### src/rtl/field_packer_if.sv
// Field-in / word-out bus of field_packer: valid-ready fields in, valid-ready packed words out.
// Master drives fields and out_ready (producer/consumer side); slave is the packer.
interface field_packer_if #(
    parameter int WORD_W = 32,
    parameter int MAXF   = 16
);
    localparam int LW = $clog2(MAXF + 1);
    localparam int BW = $clog2(WORD_W + 1);

    logic              in_valid;
    logic              in_ready;
    logic [MAXF-1:0]   in_data;
    logic [LW-1:0]     in_len;
    logic              in_last;
    logic              out_valid;
    logic              out_ready;
    logic [WORD_W-1:0] out_data;
    logic [BW-1:0]     out_bits;
    logic              out_last;

    modport master (
        output in_valid, in_data, in_len, in_last, out_ready,
        input  in_ready, out_valid, out_data, out_bits, out_last
    );

    modport slave (
        input  in_valid, in_data, in_len, in_last, out_ready,
        output in_ready, out_valid, out_data, out_bits, out_last
    );
endinterface

### src/rtl/field_packer.sv
// Packs variable-length fields into WORD_W-bit words; words appear one cycle after the accepting edge.
// in_ready drops while fewer than two FIFO slots are free; FIELD_PACKER_MSB_FIRST_EN selects MSB-first packing.
module field_packer #(
    parameter int WORD_W = 32,
    parameter int MAXF   = 16,
    parameter int DEPTH  = 4
) (
    input logic          clk,
    input logic          rst_n,
    field_packer_if.slave bus
);
    localparam int LW = $clog2(MAXF + 1);
    localparam int BW = $clog2(WORD_W + 1);
    localparam int W2 = WORD_W + MAXF;
    localparam int AW = $clog2(DEPTH);
    localparam int CW = $clog2(DEPTH + 1);

    typedef struct packed {
        logic              last;
        logic [BW-1:0]     bits;
        logic [WORD_W-1:0] data;
    } word_t;

    logic [WORD_W-1:0] acc_q, acc_d;
    logic [BW-1:0]     ptr_q, ptr_d;
    logic              dirty_q, dirty_d;
    word_t             mem_q [DEPTH];
    word_t             mem_d [DEPTH];
    logic [AW-1:0]     wr_q, wr_d, rd_q, rd_d;
    logic [CW-1:0]     count_q, count_d;

    logic              fire, pop, split, flush_vld;
    logic [LW-1:0]     len_eff;
    logic [MAXF-1:0]   fld;
    logic [W2-1:0]     comb;
    logic [WORD_W-1:0] lo_word, hi_word;
    int                sum, ptr_after, n_push;
    word_t             ent0, ent1, flush_ent;

    assign bus.in_ready  = (count_q <= CW'(DEPTH - 2));
    assign bus.out_valid = (count_q != '0);
    assign bus.out_data  = mem_q[rd_q].data;
    assign bus.out_bits  = mem_q[rd_q].bits;
    assign bus.out_last  = mem_q[rd_q].last;
    assign fire = bus.in_valid && bus.in_ready;
    assign pop  = bus.out_valid && bus.out_ready;

    always_comb begin : pack
        len_eff = (bus.in_len > LW'(MAXF)) ? LW'(MAXF) : bus.in_len;
        for (int i = 0; i < MAXF; i++) begin
            fld[i] = bus.in_data[i] && (i < int'(len_eff));
        end
        sum   = int'(ptr_q) + int'(len_eff);
        split = (sum >= WORD_W);
        // acc sits in a WORD_W+MAXF window so a crossing field lands whole, then splits at the word seam
`ifdef FIELD_PACKER_MSB_FIRST_EN
        comb    = {acc_q, {MAXF{1'b0}}} | ({{WORD_W{1'b0}}, fld} << (W2 - sum));
        lo_word = comb[W2-1 -: WORD_W];
        hi_word = WORD_W'(comb[MAXF-1:0]) << (WORD_W - MAXF);
`else
        comb    = {{MAXF{1'b0}}, acc_q} | ({{WORD_W{1'b0}}, fld} << ptr_q);
        lo_word = comb[WORD_W-1:0];
        hi_word = WORD_W'(comb[W2-1:WORD_W]);
`endif
        ptr_after = split ? sum - WORD_W : sum;

        acc_d     = acc_q;
        ptr_d     = ptr_q;
        dirty_d   = dirty_q;
        flush_vld = 1'b0;
        flush_ent = '0;
        ent0      = '0;
        ent1      = '0;
        n_push    = 0;
        if (fire) begin
            acc_d   = split ? hi_word : lo_word;
            ptr_d   = BW'(ptr_after);
            dirty_d = dirty_q || split;
            if (bus.in_last) begin
                // empty marker only when the group produced no word at all
                flush_vld = (ptr_after > 0) || (!dirty_q && !split);
                flush_ent = '{last: 1'b1, bits: BW'(ptr_after), data: acc_d};
                acc_d     = '0;
                ptr_d     = '0;
                dirty_d   = 1'b0;
            end
            ent0   = split ? '{last: bus.in_last && (sum == WORD_W), bits: BW'(WORD_W), data: lo_word}
                           : flush_ent;
            ent1   = flush_ent;
            n_push = int'(split) + int'(flush_vld);
        end
    end

    always_comb begin : fifo
        mem_d = mem_q;
        if (n_push > 0) mem_d[wr_q] = ent0;
        if (n_push > 1) mem_d[wr_q + AW'(1)] = ent1;
        wr_d    = wr_q + AW'(n_push);
        rd_d    = pop ? rd_q + AW'(1) : rd_q;
        count_d = CW'(int'(count_q) + n_push - int'(pop));
    end

    always_ff @(posedge clk or negedge rst_n) begin
        if (!rst_n) begin
            acc_q   <= '0;
            ptr_q   <= '0;
            dirty_q <= 1'b0;
            wr_q    <= '0;
            rd_q    <= '0;
            count_q <= '0;
            for (int i = 0; i < DEPTH; i++) mem_q[i] <= '0;
        end else begin
            acc_q   <= acc_d;
            ptr_q   <= ptr_d;
            dirty_q <= dirty_d;
            wr_q    <= wr_d;
            rd_q    <= rd_d;
            count_q <= count_d;
            mem_q   <= mem_d;
        end
    end
endmodule

### src/flat_wrapper.sv
// flat-port wrapper written by rule: the top's interface ports become plain ports
module field_packer_flat 
#(
    parameter int WORD_W = 32,
    parameter int MAXF   = 16,
    parameter int DEPTH  = 4
)
  (clk, rst_n, bus_in_valid, bus_in_data, bus_in_len, bus_in_last, bus_out_ready, bus_in_ready, bus_out_valid, bus_out_data, bus_out_bits, bus_out_last);
  field_packer_if #(.WORD_W(WORD_W), .MAXF(MAXF)) bus_i ();
  input logic clk;
  input logic rst_n;
  input wire logic [$bits(bus_i.in_valid)-1:0] bus_in_valid;
  input wire logic [$bits(bus_i.in_data)-1:0] bus_in_data;
  input wire logic [$bits(bus_i.in_len)-1:0] bus_in_len;
  input wire logic [$bits(bus_i.in_last)-1:0] bus_in_last;
  input wire logic [$bits(bus_i.out_ready)-1:0] bus_out_ready;
  output wire logic [$bits(bus_i.in_ready)-1:0] bus_in_ready;
  output wire logic [$bits(bus_i.out_valid)-1:0] bus_out_valid;
  output wire logic [$bits(bus_i.out_data)-1:0] bus_out_data;
  output wire logic [$bits(bus_i.out_bits)-1:0] bus_out_bits;
  output wire logic [$bits(bus_i.out_last)-1:0] bus_out_last;
  assign bus_i.in_valid = bus_in_valid;
  assign bus_i.in_data = bus_in_data;
  assign bus_i.in_len = bus_in_len;
  assign bus_i.in_last = bus_in_last;
  assign bus_i.out_ready = bus_out_ready;
  assign bus_in_ready = bus_i.in_ready;
  assign bus_out_valid = bus_i.out_valid;
  assign bus_out_data = bus_i.out_data;
  assign bus_out_bits = bus_i.out_bits;
  assign bus_out_last = bus_i.out_last;
  field_packer #(.WORD_W(WORD_W), .MAXF(MAXF), .DEPTH(DEPTH)) u_core (.clk(clk), .rst_n(rst_n), .bus(bus_i));
endmodule
### config.mk
export PLATFORM = sky130hd
export DESIGN_NAME = field_packer_flat
export DESIGN_NICKNAME = d
export VERILOG_FILES = /design/src/rtl/field_packer_if.sv /design/src/rtl/field_packer.sv /design/src/flat_wrapper.sv
export SDC_FILE = /design/constraint.sdc
export NUM_CORES = 1
export LEC_CHECK = 0
export CELL_PAD_IN_SITES_DETAIL_PLACEMENT = 1
export CELL_PAD_IN_SITES_GLOBAL_PLACEMENT = 2
export CORE_UTILIZATION = 42
export CTS_CLUSTER_SIZE = 10
export DETAILED_ROUTE_END_ITERATION = 8
export PLACE_DENSITY_LB_ADDON = 0.1
export SETUP_SLACK_MARGIN = 0.15
export SLEW_MARGIN = 20
export SYNTH_ARGS = -nofsm -noshare
export SYNTH_HDL_FRONTEND = slang
export SYNTH_SLANG_ARGS = --single-unit
### constraint.sdc
create_clock -name clk -period 6.4 [get_ports clk]
set_input_delay 0.96 -clock clk [delete_from_list [all_inputs] [get_ports clk]]
set_output_delay 0.96 -clock clk [all_outputs]
set_load 0.01 [all_outputs]
After elaboration in Yosys (flattened, before gate mapping)

Index checks and enable logic that the tools add are counted.

$add $sub $neg: 8
Magnitude comparators: 27
Equal/unequal tests: 1
Shifts and indexed selects: 1
Multiplexer cells: 24
Bitwise gates (word level): 4
Reductions and logical operators: 27

Operator list:

| cell                                                                | count |
|---|---|
| bitwise mux 156 bit                                                 | 2 |
| 2-to-1 mux 156 bit                                                  | 2 |
| 2-to-1 mux 39 bit                                                   | 8 |
| demux 39 bit (select 2 bit)                                         | 2 |
| 2-to-1 mux 32 bit                                                   | 3 |
| binary-select mux 39 bit (select 2 bit)                             | 1 |
| OR 32 x 48 -> 48 bit                                                | 1 |
| << shifter 16 x 6 -> 48 bit                                         | 1 |
| < comparator 4 x 5 -> 1 bit (first input constant)                  | 8 |
| == test 32 x 7 -> 1 bit (second input constant)                     | 1 |
| greater-or-equal comparator 32 x 7 -> 1 bit (second input constant) | 1 |
| greater-than comparator 32 x 1 -> 1 bit (second input constant)     | 1 |
| subtractor 32 x 7 -> 32 bit (second input constant)                 | 1 |
| logical AND 1 bit                                                   | 22 |
| < comparator 3 x 5 -> 1 bit (first input constant)                  | 4 |
| < comparator 1 x 5 -> 1 bit (first input constant)                  | 2 |
| < comparator 2 x 5 -> 1 bit (first input constant)                  | 2 |
| greater-or-equal comparator 3 bit (second input constant)           | 3 |
| NOT 2 -> 3 bit                                                      | 3 |
| adder 6 x 5 -> 7 bit                                                | 1 |
| < comparator 3 x 1 -> 1 bit (second input constant)                 | 2 |
| 2-to-1 mux 6 bit                                                    | 1 |
| greater-than comparator 5 bit (second input constant)               | 1 |
| 2-to-1 mux 5 bit                                                    | 1 |
| other kinds (12)                                                    | 18 |

Register bits after elaboration: 202
Bits of input ports: 26
Word-level logic and storage cells: 110

Logic depth before layout (Yosys ltp)

Word-level depth: 15
Depth in mapped cells: 26
Depth with buffers taken out: 20

Worst setup path after synthesis

No wires, ideal clock.

Path type: in2reg
From: in bus_in_len[4]
To: reg u_core.mem_q[119] (netlist bit)
Setup time: 78 ps
Data arrival time: 5293 ps
Data required time: 6322 ps
Slack: 1029 ps
Stages: 26
Cell sequence: buf_2 > buf_2 > inv_1 > nand2_1 > inv_1 > ha_1 > a211oi_2 > nor4_1 > or3_1 > buf_4 > inv_2 > ha_1 > inv_1 > a31oi_4 > inv_2 > buf_2 > buf_2 > ha_1 > o21ai_0 > or3_1 > clkbuf_1 > clkbuf_1 > nand2_1 > o21ai_0 > nor2_1 > a21oi_1

RTL lines:

| item                 | line                | source |
|---|---|---|
| from (decl)          | flat_wrapper.sv:14  | `input wire logic [$bits(bus_i.in_len)-1:0] bus_in_len;` |
| to (signal assigned) | field_packer.sv:119 | `mem_q <= mem_d;` |
| to (decl)            | field_packer.sv:27  | `word_t mem_q [DEPTH];` |

==> reports/results.ini <==
[layout]
fillers = 3104
n_antenna_cell = 0
layout.nets = 1312
layout-drive-gt1-share_pct = 12.1
area_growth_pct = 15.3
fin_area_um2 = 13800
fin_util_pct = 49.4

[sta]
slew_headroom_pct = 28.8
rsz0062_at_grt = no
worst_pin_slew_ps = 1060
report.final.slew_viol_count = 0
fmax_mhz = 177
final-setup-viol-count = 0
period_needed_ps = 5640
skew_ps = 14.5
tns_ps = 0
finalCritPeriodShare_pct = 88.1
finalHoldViolations = 0

[yosys]
synth_cells = 1233
synth_top_area_share_pct = 42.4
synth_fa_ha_area_share_pct = 1.49
async_reset_ff_share_pct = 100
synth_edf_count = 0
synth-compound-area-share_pct = 27.3
synth_top_family_by_area = compound AO/OA/AOI/OAI gates
synthTopCellsByCount = 202 x dfrtp_1, 131 x nand2_1, 118 x a21oi_1, 91 x nor2_1, 89 x o21ai_0
yosysWarnings = 0
seq_area_frac_synth_pct = 42.4
synth_flop_cell = dfrtp_1
yosys.area_share.simple_pct = 13.2
synth.area.mux_share_pct = 10.8
avgSynthCellArea_um2 = 9.68
synth_area_leaders = dfrtp_1 42%, mux4_2 8.1%, a21oi_1 4.9%
synth_most_common_cell = dfrtp_1
synth.ff_latch_count = 202
syn-num-nets = 1272
yosys.area_share.xor_xnor_pct = 0.734
post_synth_num_cell_types = 85
syn-cell-area_um2 = 11900
synth.largest_area_cell = dfrtp_1

[route]
wl_per_cell_um = 25.7
antenna_left = 0
dr_total_vias = 10600
drt_drc_violations_left = 0
drt-total-wl_um = 42700
drtPass1Iterations = 5
avgViaCountPerCell = 6.39
drt_iter0_markers = 995

[power_and_ir_drop]
power_leakage_uw = 0.00570
p_total_uw = 6970
swShare_pct = 44.5
switchingPower_uw = 3100
ir_drop_uv = 258
combPwrFrac_pct = 50.6
p_clk_share_pct = 19.5
pwr_density_cell_nw_per_um2 = 507
seqPwrFrac_pct = 29.9
p_int_uw = 3870

[clock_network]
clk_path_buf_depth = 3
cts_buffers = 25
cts-resized-gates = 0
postCtsSetupBuffers = 0
clk_pin_slew_worst_paths_ps = 60
clockRootBuffer = clkbuf_16
cts_tree = built
h-tree-depth = 1
clkLatencyLatePin_ps = 540
ctsHoldBuffers = 0
cts_sinks = 202

[critical_path]
worstSetupEndpointType = flop
cp_cell_sequence = clkdlybuf4s50_1 -> inv_1 -> nand2_1 -> inv_1 -> ha_1 -> a211oi_2 -> nor4_1 -> or3_1 -> inv_2 -> ha_1 -> inv_1 -> nand3_1 -> o21ai_0 -> a31oi_1 -> ha_1 -> o21ai_0 -> nor3_1 -> buf_4 -> nand2_1 -> o21ai_2 -> a22o_1
cp-start-kind = input port
cp_slowest_cell = clkdlybuf4s50_1
worstSetupPathType = in2reg
worstPathMaxFanout = 9
critPathMaxStageDelay_ps = 610
cp_num_buf_inv = 6
arrival_ps = 6050
critical_path_required_ps = 6810
cpLargestDelayFamily = compound AO/OA/AOI/OAI gates

[global_routing]
grt_pass1_wl_um = 66800
grt_max_degree = 98
antenna_found_initial = 0
grt_pass1_vias = 11100
grt_usage_pct = 30.0
grt_overflow = 0

[floorplanning]
fp-row-count = 61
die_x_um = 171
dieArea_um2 = 29100
core_um2 = 27900
io_pins = 67
initial_core_util_pct = 42.8
die_y_um = 171

[hold_path]
hold_class = reg2reg

[status]
outcome = finished clean

[placed_design]
post_dp_cell_area_um2 = 13000
hpwlAfterDp_um = 29800
portBuffers = 66
place_congestion = 0.929

[flow_run]
cap_violations = 0

-- worst paths after layout --
kind / end / slack, ps / startpoint / cells after the start
setup / recovery: u_core.mem_q[137] / 760 / bus_in_len[4] / 21
hold / removal: u_core.acc_q[14] / 470 / u_core.acc_q[14] / 2
setup reg to reg: u_core.mem_q[137] / 1230 / u_core.ptr_q[0] / 20
hold reg to reg: u_core.acc_q[14] / 470 / u_core.acc_q[14] / 2
max in group asynchronous: u_core.mem_q[154] / 4490 / rst_n / 2
min in group asynchronous: u_core.mem_q[95] / 520 / rst_n / 1
-- cell usage in the layout (no fill, tap or decap), types with 25 or more instances in the layout --
master,count
nand2_1,131
buf_4,40
a21oi_1,118
a22o_1,64
mux2i_1,25
nor3_1,40
clkdlybuf4s50_1,65
mux4_2,43
o21ai_0,89
dfrtp_1,200
nor2_1,88
clkbuf_16,25
nand3_1,29
-- final cells by class --
class	count	area [µm²]	area share, %
Multi-Input combinational cell	914	6400	46.5
Clock buffer	34	669	4.87
Tap cell	378	473	3.44
Sequential cell	202	5060	36.8
Inverter	23	86.3	0.628
Clock inverter	3	80.1	0.582
Timing Repair Buffer	107	985	7.16
-- metrics by stage --
step           hold WS [ps]  std cells  worst slack (ps)
3_3_place_gp            445       1624               472
4_1_cts                 474       1661               780
3_5_place_dp            460       1624               283
5_1_grt                 502       1661               381
2_1_floorplan           433       1233              1030
6_report                474       1661               761
-- worst reg2reg max path: stages, from the launching register on --
cell and delay (ps):
dfrtp_1 330, buf_4 370, ha_1 300, inv_1 70, fa_1 410, nand2b_1 170, o2bb2ai_1 220, nor2_1 120
o21ai_0 160, ha_1 340, inv_1 200, nand3_1 100, o21ai_0 100, a31oi_1 140, ha_1 370, o21ai_0 460
nor3_1 100, buf_4 180, nand2_1 300, o21ai_2 310, a22o_1 270
-- layer usage --
layer	vias up	routed length [µm]	track usage, %
li1	4748	-	-
met1	5506	19400	41.5
met2	291	20200	49.6
met3	61	2020	3.82
met4	0	1040	7.91
met5	-	0	0
-- power by group through the flow --
stage | clock network [µW] | registers (µW) | logic [µW]
finish | 1360 | 2090 | 3520
global route | 1430 | 2140 | 3800
CTS | 1380 | 2080 | 3510
detailed placement | 0 | 2090 | 3480
global placement | 0 | 2070 | 3440
floorplan | 0 | 1880 | 2390
-- sequential cells by signal, indices dropped and copies added, names as in the netlist --
register / flops
u_core.acc_q: 32
u_core.count_q: 3
u_core.dirty_q: 1
u_core.mem_q: 156
u_core.ptr_q: 6
u_core.rd_q: 2
u_core.wr_q: 2
-- cells by family (layout without fill, tap and decap cells) --
logic type	count (synthesis)	after routing
compound gates	465	465
simple gates	352	352
flops	202	202
buf+inv	117	167
mux	74	74
fa+ha+maj	13	13
xor+xnor	10	10
Note: power is estimated with default switching activity, not from simulation.
